File: src/rtl/regfile_wb_queue.sv
// rtl/regfile_wb_queue.sv - in-order writeback queue feeding the physical register file write lanes

`ifndef N_WAY
`define N_WAY 2
`endif
`ifndef CDB_BITS
`define CDB_BITS 6
`endif
`ifndef XLEN
`define XLEN 32
`endif
`ifndef ZERO_REG_PR
`define ZERO_REG_PR 0
`endif

module regfile_wb_queue #(
    parameter int N_WAY    = `N_WAY,
    parameter int N_FU     = 4,
    parameter int DEPTH    = 8,
    parameter int CDB_BITS = `CDB_BITS,
    parameter int XLEN     = `XLEN,
    parameter int ZERO_TAG = `ZERO_REG_PR
) (
    input  logic                                clock,
    input  logic                                reset,
    input  logic [N_FU-1:0]                     fu_valid,
    input  logic [N_FU-1:0][CDB_BITS-1:0]       fu_tag,
    input  logic [N_FU-1:0][XLEN-1:0]           fu_data,
    output logic                                fu_ready,
    output logic [N_WAY-1:0]                    wr_en,
    output logic [N_WAY-1:0][CDB_BITS-1:0]      wr_idx,
    output logic [N_WAY-1:0][XLEN-1:0]          wr_data,
    output logic [$clog2(DEPTH+1)-1:0]          count
);

    localparam int CW = $clog2(DEPTH + 1);
    localparam int PW = (DEPTH > 1) ? $clog2(DEPTH) : 1;

    // Circular storage; contents need no reset because occupancy alone
    // decides which entries are live.
    logic [CDB_BITS-1:0]          mem_tag_q  [DEPTH];
    logic [XLEN-1:0]              mem_data_q [DEPTH];

    logic [PW-1:0]                head_q, head_d;
    logic [PW-1:0]                tail_q, tail_d;
    logic [CW-1:0]                count_q, count_d;
    logic [N_WAY-1:0]             wr_en_q;
    logic [N_WAY-1:0][CDB_BITS-1:0] wr_idx_q;
    logic [N_WAY-1:0][XLEN-1:0]   wr_data_q;

    logic [CW-1:0]                drain;
    int unsigned                  space;
    int unsigned                  enq_n;
    logic [N_FU-1:0]              enq_ok;
    logic [PW-1:0]                enq_slot [N_FU];
    logic [PW-1:0]                rd_slot  [N_WAY];

    // Pointer advance modulo DEPTH; n never exceeds DEPTH so one wrap suffices.
    function automatic logic [PW-1:0] ptr_add(input logic [PW-1:0] p, input int unsigned n);
        int unsigned s;
        s = 32'(p) + n;
        if (s >= 32'(DEPTH)) begin
            s = s - 32'(DEPTH);
        end
        return s[PW-1:0];
    endfunction

    // Drain count and broadcast ready, both from registered occupancy only.
    always_comb begin
        drain = count_q;
        if (32'(count_q) > 32'(N_WAY)) begin
            drain = CW'(N_WAY);
        end
        space    = 32'(DEPTH) - 32'(count_q) + 32'(drain);
        fu_ready = (space >= 32'(N_FU));
    end

    // Compact accepted non-zero-tag results into consecutive tail slots in FU order.
    always_comb begin
        enq_n = 0;
        for (int k = 0; k < N_FU; k++) begin
            enq_ok[k]   = 1'b0;
            enq_slot[k] = ptr_add(tail_q, enq_n);
            if (fu_ready && fu_valid[k] && (fu_tag[k] != CDB_BITS'(ZERO_TAG))) begin
                enq_ok[k] = 1'b1;
                enq_n     = enq_n + 1;
            end
        end
    end

    // Read slots for the drain lanes, oldest entry on lane 0.
    always_comb begin
        for (int l = 0; l < N_WAY; l++) begin
            rd_slot[l] = ptr_add(head_q, 32'(l));
        end
    end

    // Next-state pointers and occupancy.
    always_comb begin
        head_d  = ptr_add(head_q, 32'(drain));
        tail_d  = ptr_add(tail_q, enq_n);
        count_d = count_q - drain + CW'(enq_n);
    end

    // Entry storage write; accepted slots are distinct so writes never collide.
    always_ff @(posedge clock) begin
        for (int k = 0; k < N_FU; k++) begin
            if (enq_ok[k]) begin
                mem_tag_q[enq_slot[k]]  <= fu_tag[k];
                mem_data_q[enq_slot[k]] <= fu_data[k];
            end
        end
    end

    // Pointers, occupancy and registered write lanes; idle lanes keep idx/data.
    always_ff @(posedge clock or posedge reset) begin
        if (reset) begin
            head_q    <= '0;
            tail_q    <= '0;
            count_q   <= '0;
            wr_en_q   <= '0;
            wr_idx_q  <= '0;
            wr_data_q <= '0;
        end else begin
            head_q  <= head_d;
            tail_q  <= tail_d;
            count_q <= count_d;
            for (int l = 0; l < N_WAY; l++) begin
                if (32'(l) < 32'(drain)) begin
                    wr_en_q[l]   <= 1'b1;
                    wr_idx_q[l]  <= mem_tag_q[rd_slot[l]];
                    wr_data_q[l] <= mem_data_q[rd_slot[l]];
                end else begin
                    wr_en_q[l]   <= 1'b0;
                end
            end
        end
    end

    assign wr_en   = wr_en_q;
    assign wr_idx  = wr_idx_q;
    assign wr_data = wr_data_q;
    assign count   = count_q;

endmodule
File: config.mk
export PLATFORM = sky130hd
export DESIGN_NAME = regfile_wb_queue
export DESIGN_NICKNAME = d
export VERILOG_FILES = /design/src/rtl/regfile_wb_queue.sv
export SDC_FILE = /design/constraint.sdc
export NUM_CORES = 1
export LEC_CHECK = 0
export ABC_CLOCK_PERIOD_IN_PS = 9800
export BUFFER_PORTS_ARGS = -buffer_cell sky130_fd_sc_hd__clkbuf_2
export CAP_MARGIN = 15
export CORE_UTILIZATION = 35
export CTS_CLUSTER_SIZE = 28
export DETAILED_ROUTE_END_ITERATION = 8
export HOLD_SLACK_MARGIN = 0.02
export RECOVER_POWER = 50
export SYNTH_ARGS = -nofsm -noshare
export SYNTH_HDL_FRONTEND = slang
export SYNTH_SLANG_ARGS = --single-unit
File: constraint.sdc
create_clock -name clock -period 9.8 [get_ports clock]
set_input_delay 2.45 -clock clock [delete_from_list [all_inputs] [get_ports clock]]
set_output_delay 2.45 -clock clock [all_outputs]
set_load 0.02 [all_outputs]
=== Word-level counts from Yosys, hierarchy flattened ===
Memory sizes are Yosys's and may differ from the RTL's. A register that Yosys moved wholly into a read port is not among the register bits.
Index checks and enable logic that the tools add are counted.

* $add $sub $neg: 21
* Magnitude comparators: 12
* Muxes and demuxes: 27
* Reductions and logical operators: 12

{| class="wikitable"
|+ Operator list
! cell !! count
|-
| $add 3x32->32 || 3
|-
| $add 32x1->32 const B || 3
|-
| $ge 32x4->1 const B || 3
|-
| $mux 32 || 3
|-
| $ge 32x3->1 const B || 1
|-
| $mux 3 || 8
|-
| $reduce_bool 6->1 || 4
|-
| $sub 3x1->3 const B || 8
|-
| $mux 1 || 15
|-
| $ge 3x4->1 const B || 2
|-
| $ge 4x4->1 const B || 2
|-
| $logic_and 1x1->1 || 8
|-
| $lt 1x4->1 const A || 2
|-
| $add 5x5->6 || 1
|-
| $add 3x4->5 || 1
|-
| $ge 5x4->1 const B || 1
|-
| $sub 4x4->5 const A || 1
|-
| $add 3x1->4 || 1
|-
| $add 3x1->4 const B || 1
|-
| $add 4x4->4 || 1
|-
| $gt 4x2->1 const B || 1
|-
| $mux 4 || 1
|-
| $sub 4x4->4 || 1
|}

* Bits in registers: 12
* RAM bits: 304
* Input bits: 158
* Output and inout bits: 83
* Logic and storage cells: 78
* Memories kept: 2

{| class="wikitable"
|+ Memories
! name !! words !! bits a word !! read ports !! clocked after memory_dff !! wr ports !! RTL line !! source
|-
| mem_data_q || 8 || 32 || 2 || 2 || 4 || 42 || <nowiki>logic [XLEN-1:0] mem_data_q [DEPTH];</nowiki>
|-
| mem_tag_q || 8 || 6 || 2 || 2 || 4 || 41 || <nowiki>logic [CDB_BITS-1:0] mem_tag_q [DEPTH];</nowiki>
|}

=== Longest topological paths before layout ===
* Word-level depth: 16
* Mapped depth: 28

=== Worst setup path after synthesis ===
Ideal clock, no wire load.

* Kind: input -> register
* Start point: input port fu_tag[0] in the netlist's numbering
* End point: memory mem_data_q[3][0] in the netlist's numbering, enable pin
* Arrival: 6.956 ns
* Path slack: 2.441 ns
* Stages: 16
* Path through: clkbuf_1 > or4_1 > o31ai_1 > a31oi_1 > inv_1 > ha_1 > xnor2_1 > inv_1 > ha_1 > fa_1 > xnor2_1 > xnor2_2 > nor3_1 > and2_1 > buf_2 > a311o_1

{| class="wikitable"
|+ RTL lines
! element !! RTL line !! source
|-
| from (decl) || 27 || <nowiki>input logic [N_FU-1:0][CDB_BITS-1:0] fu_tag,</nowiki>
|-
| to (decl) || 42 ||
|}

==> results.toml <==
[routing]
num_vias = 26895
ant_nets = 0
drc = 0
routed_via_density = 6.97
drt_iter0_drc = 4789
routed_wl_um = 123000
avgRoutedWirePerCell_um = 31.9
dr.pass1.iters = 7

[critical_path]
cp.arrival_ns = 9.20
crit_path_frequent_cell = "ha_1"
cp_max_fo = 79
start_kind = "flop"
cp.required_ns = 10.09
path_buf_inv = 3
critPathTopFamily = "simple AND/OR/NAND/NOR gates"
cp_slowest_cell = "clkbuf_2"
path_cells = "or3_4 > ha_1 > nor4bb_1 > a31oi_1 > mux2i_1 > nor3_1 > inv_8 > nand3_1 > ha_1 > ha_1 > inv_1 > fa_1 > and3b_1 > o211ai_1 > clkbuf_2 > nand3_2 > o22a_1 > o22ai_1 > o21ai_0"
path_class = "reg2reg"
cp-end-kind = "flop"
critPathMaxStageDelay_ns = 1.27

[cts]
clk-insertion-delay-late_ns = 0.61
numCtsBuffers = 46
cts_buffer_depth = 3
cts_max_level = 2
clock_sink_count = 392
cts_tree = "done"
post_cts_resized = 0
ctsHoldBuffers = 0
cts_setup_buffers = 0
root_buffer = "clkbuf_16"
clkTransAtPathRegs_ns = 0.06

[sta]
drv_slew = 480
skew_ns = 0.0276
timing.fmax_mhz = 112
slew_headroom_pct = -139
fin_setup_tns_ns = 0
finalCriticalPeriod_ns = 8.91
rsz0062_at_grt = "false"
worst_pin_slew_ns = 3.58
whs_ns = 0.473
post-route-period-util_pct = 90.9
setup_viol_count_final = 0
finalHoldViolations = 0

[place]
io_buffers = 240
routabilityCongestion = 0.907
dpl.hpwl_um = 70200

[layout]
final_common_cell = "nand3_1"
fin_nets = 2940
layout_common_cells = "nand3_1, edfxtp_1, o22ai_1"
drive_above_1_share_pct = 19.1
layout-area-overhead-vs-synth_pct = 10.3
final_util_pct = 38.9

[global_route]
grt_overflow = 0
grt_pass1_wl_um = 178000
grtUsageTotal_pct = 29.1
antenna_found_initial = 26
grt_pass1_vias = 25634
grt_start_max_net_pins = 200

[floorplan]
chipHeight_um = 287
dieArea_um2 = 82300
start_util_pct = 35.3
fp-row-count = 104
core_area_um2 = 80400
die_w_um = 287
ios = 241

[job]
max_cap_viol_count = 12

[logic_synthesis]
synthCells = 2853
synth_edf_count = 304
avgSynthCellArea_um2 = 9.95
yosys_most_used_dff = "edfxtp_1"
synth-seq-cells = 392
netlist_area_um2 = 28400
async_flop_share_pct = 22.4
ys_seq_area_share_pct = 39.9
yosysUniqueCellTypes = 66
yosys_warnings = 0

[run_status]
violations = "capacitance limit, slew limit"
status = "finished with violations"

[hold_path]
hold_path.class = "reg2reg"
==> synth_stat cells (83+ instances only) <==
cell type  count  area (um^2)
a21oi_1       83          415
o22ai_1      225         1410
o21ai_0      185          926
dfrtp_1       88         2200
nand2_1      142          533
clkbuf_1     257          965
o21ai_1       86          430
mux4_2       152         3420
nor2_1        93          349
o22a_1       225         1970
buf_1         95          357
edfxtp_1     304         9130
o31ai_1       86          646
nand3_1      322         1610
==> flip-flops by register name, summed over array words and instances, names as in the netlist <==
register,cells
mem_data_q,256
count,4
mem_tag_q,48
wr_data,64
tail_q,3
wr_idx,12
head_q,3
wr_en,2
==> cell families (layout without fill, tap and decap cells) <==
group	after synthesis	in the layout	share of synthesized area (%)
compound gates	1031	1031	24.8
xor+xnor	19	19	0.613
fa+ha+maj	28	28	1.39
buf+inv	475	412	6.97
flops	392	392	39.9
mux	233	233	14.9
other cells	1	12	0.0132
simple gates	674	674	11.4
==> layout make-up <==
cell class                      instances  area [um^2]
Multi-Input combinational cell       1987        15300
Inverter                               20         83.8
Clock buffer                           49         1180
Antenna cell                           10         25.0
Timing Repair Buffer                  307         1600
Tap cell                             1060         1330
Fill cell                            7935        49100
Clock inverter                         36          470
Sequential cell                       392        11300
==> worst min-delay path, cell delays in order (launching register included) <==
cell,delay (ns)
dfrtp_1,0.34
nand2_1,0.04
o21ai_0,0.06
==> per-stage QoR <==
| step | setup WS [ns] | cells | instance area, um^2 |
|---|---|---|---|
| 5_1_grt | 0.532 | 3858 | 31300 |
| 3_5_place_dp | 1.08 | 3765 | 29900 |
| 6_report | 0.889 | 3861 | 31300 |
| 3_3_place_gp | 1.21 | 3765 | 29900 |
| 2_1_floorplan | 2.44 | 2854 | 28400 |
| 4_1_cts | 1.33 | 3850 | 31600 |
==> metal layers <==
layer	track usage [%]	part of all wire [%]	up-vias
met5	0	0.14	-
met4	14.1	5.1	28
met3	8.90	13	490
met2	42.8	43	2224
met1	38.7	38	13078
li1	-	-	11075
==> path summary, 6_finish.rpt <==
kind,slack [ns],cells past startpoint,startpoint,endpoint
worst max register to register,0.89,19,count[3],mem_data_q[0][7]
max in group asynchronous,3.21,3,reset,head_q[2]
min in group asynchronous,2.27,2,reset,wr_data[10]
worst min register to register,0.47,2,wr_data[15],wr_data[15]
worst max-delay path,0.89,19,count[3],mem_data_q[0][7]
worst min-delay path,0.47,2,wr_data[15],wr_data[15]
Power is not shown: default switching activity piles up to over one toggle a cycle in this logic, so the estimate is an artifact.
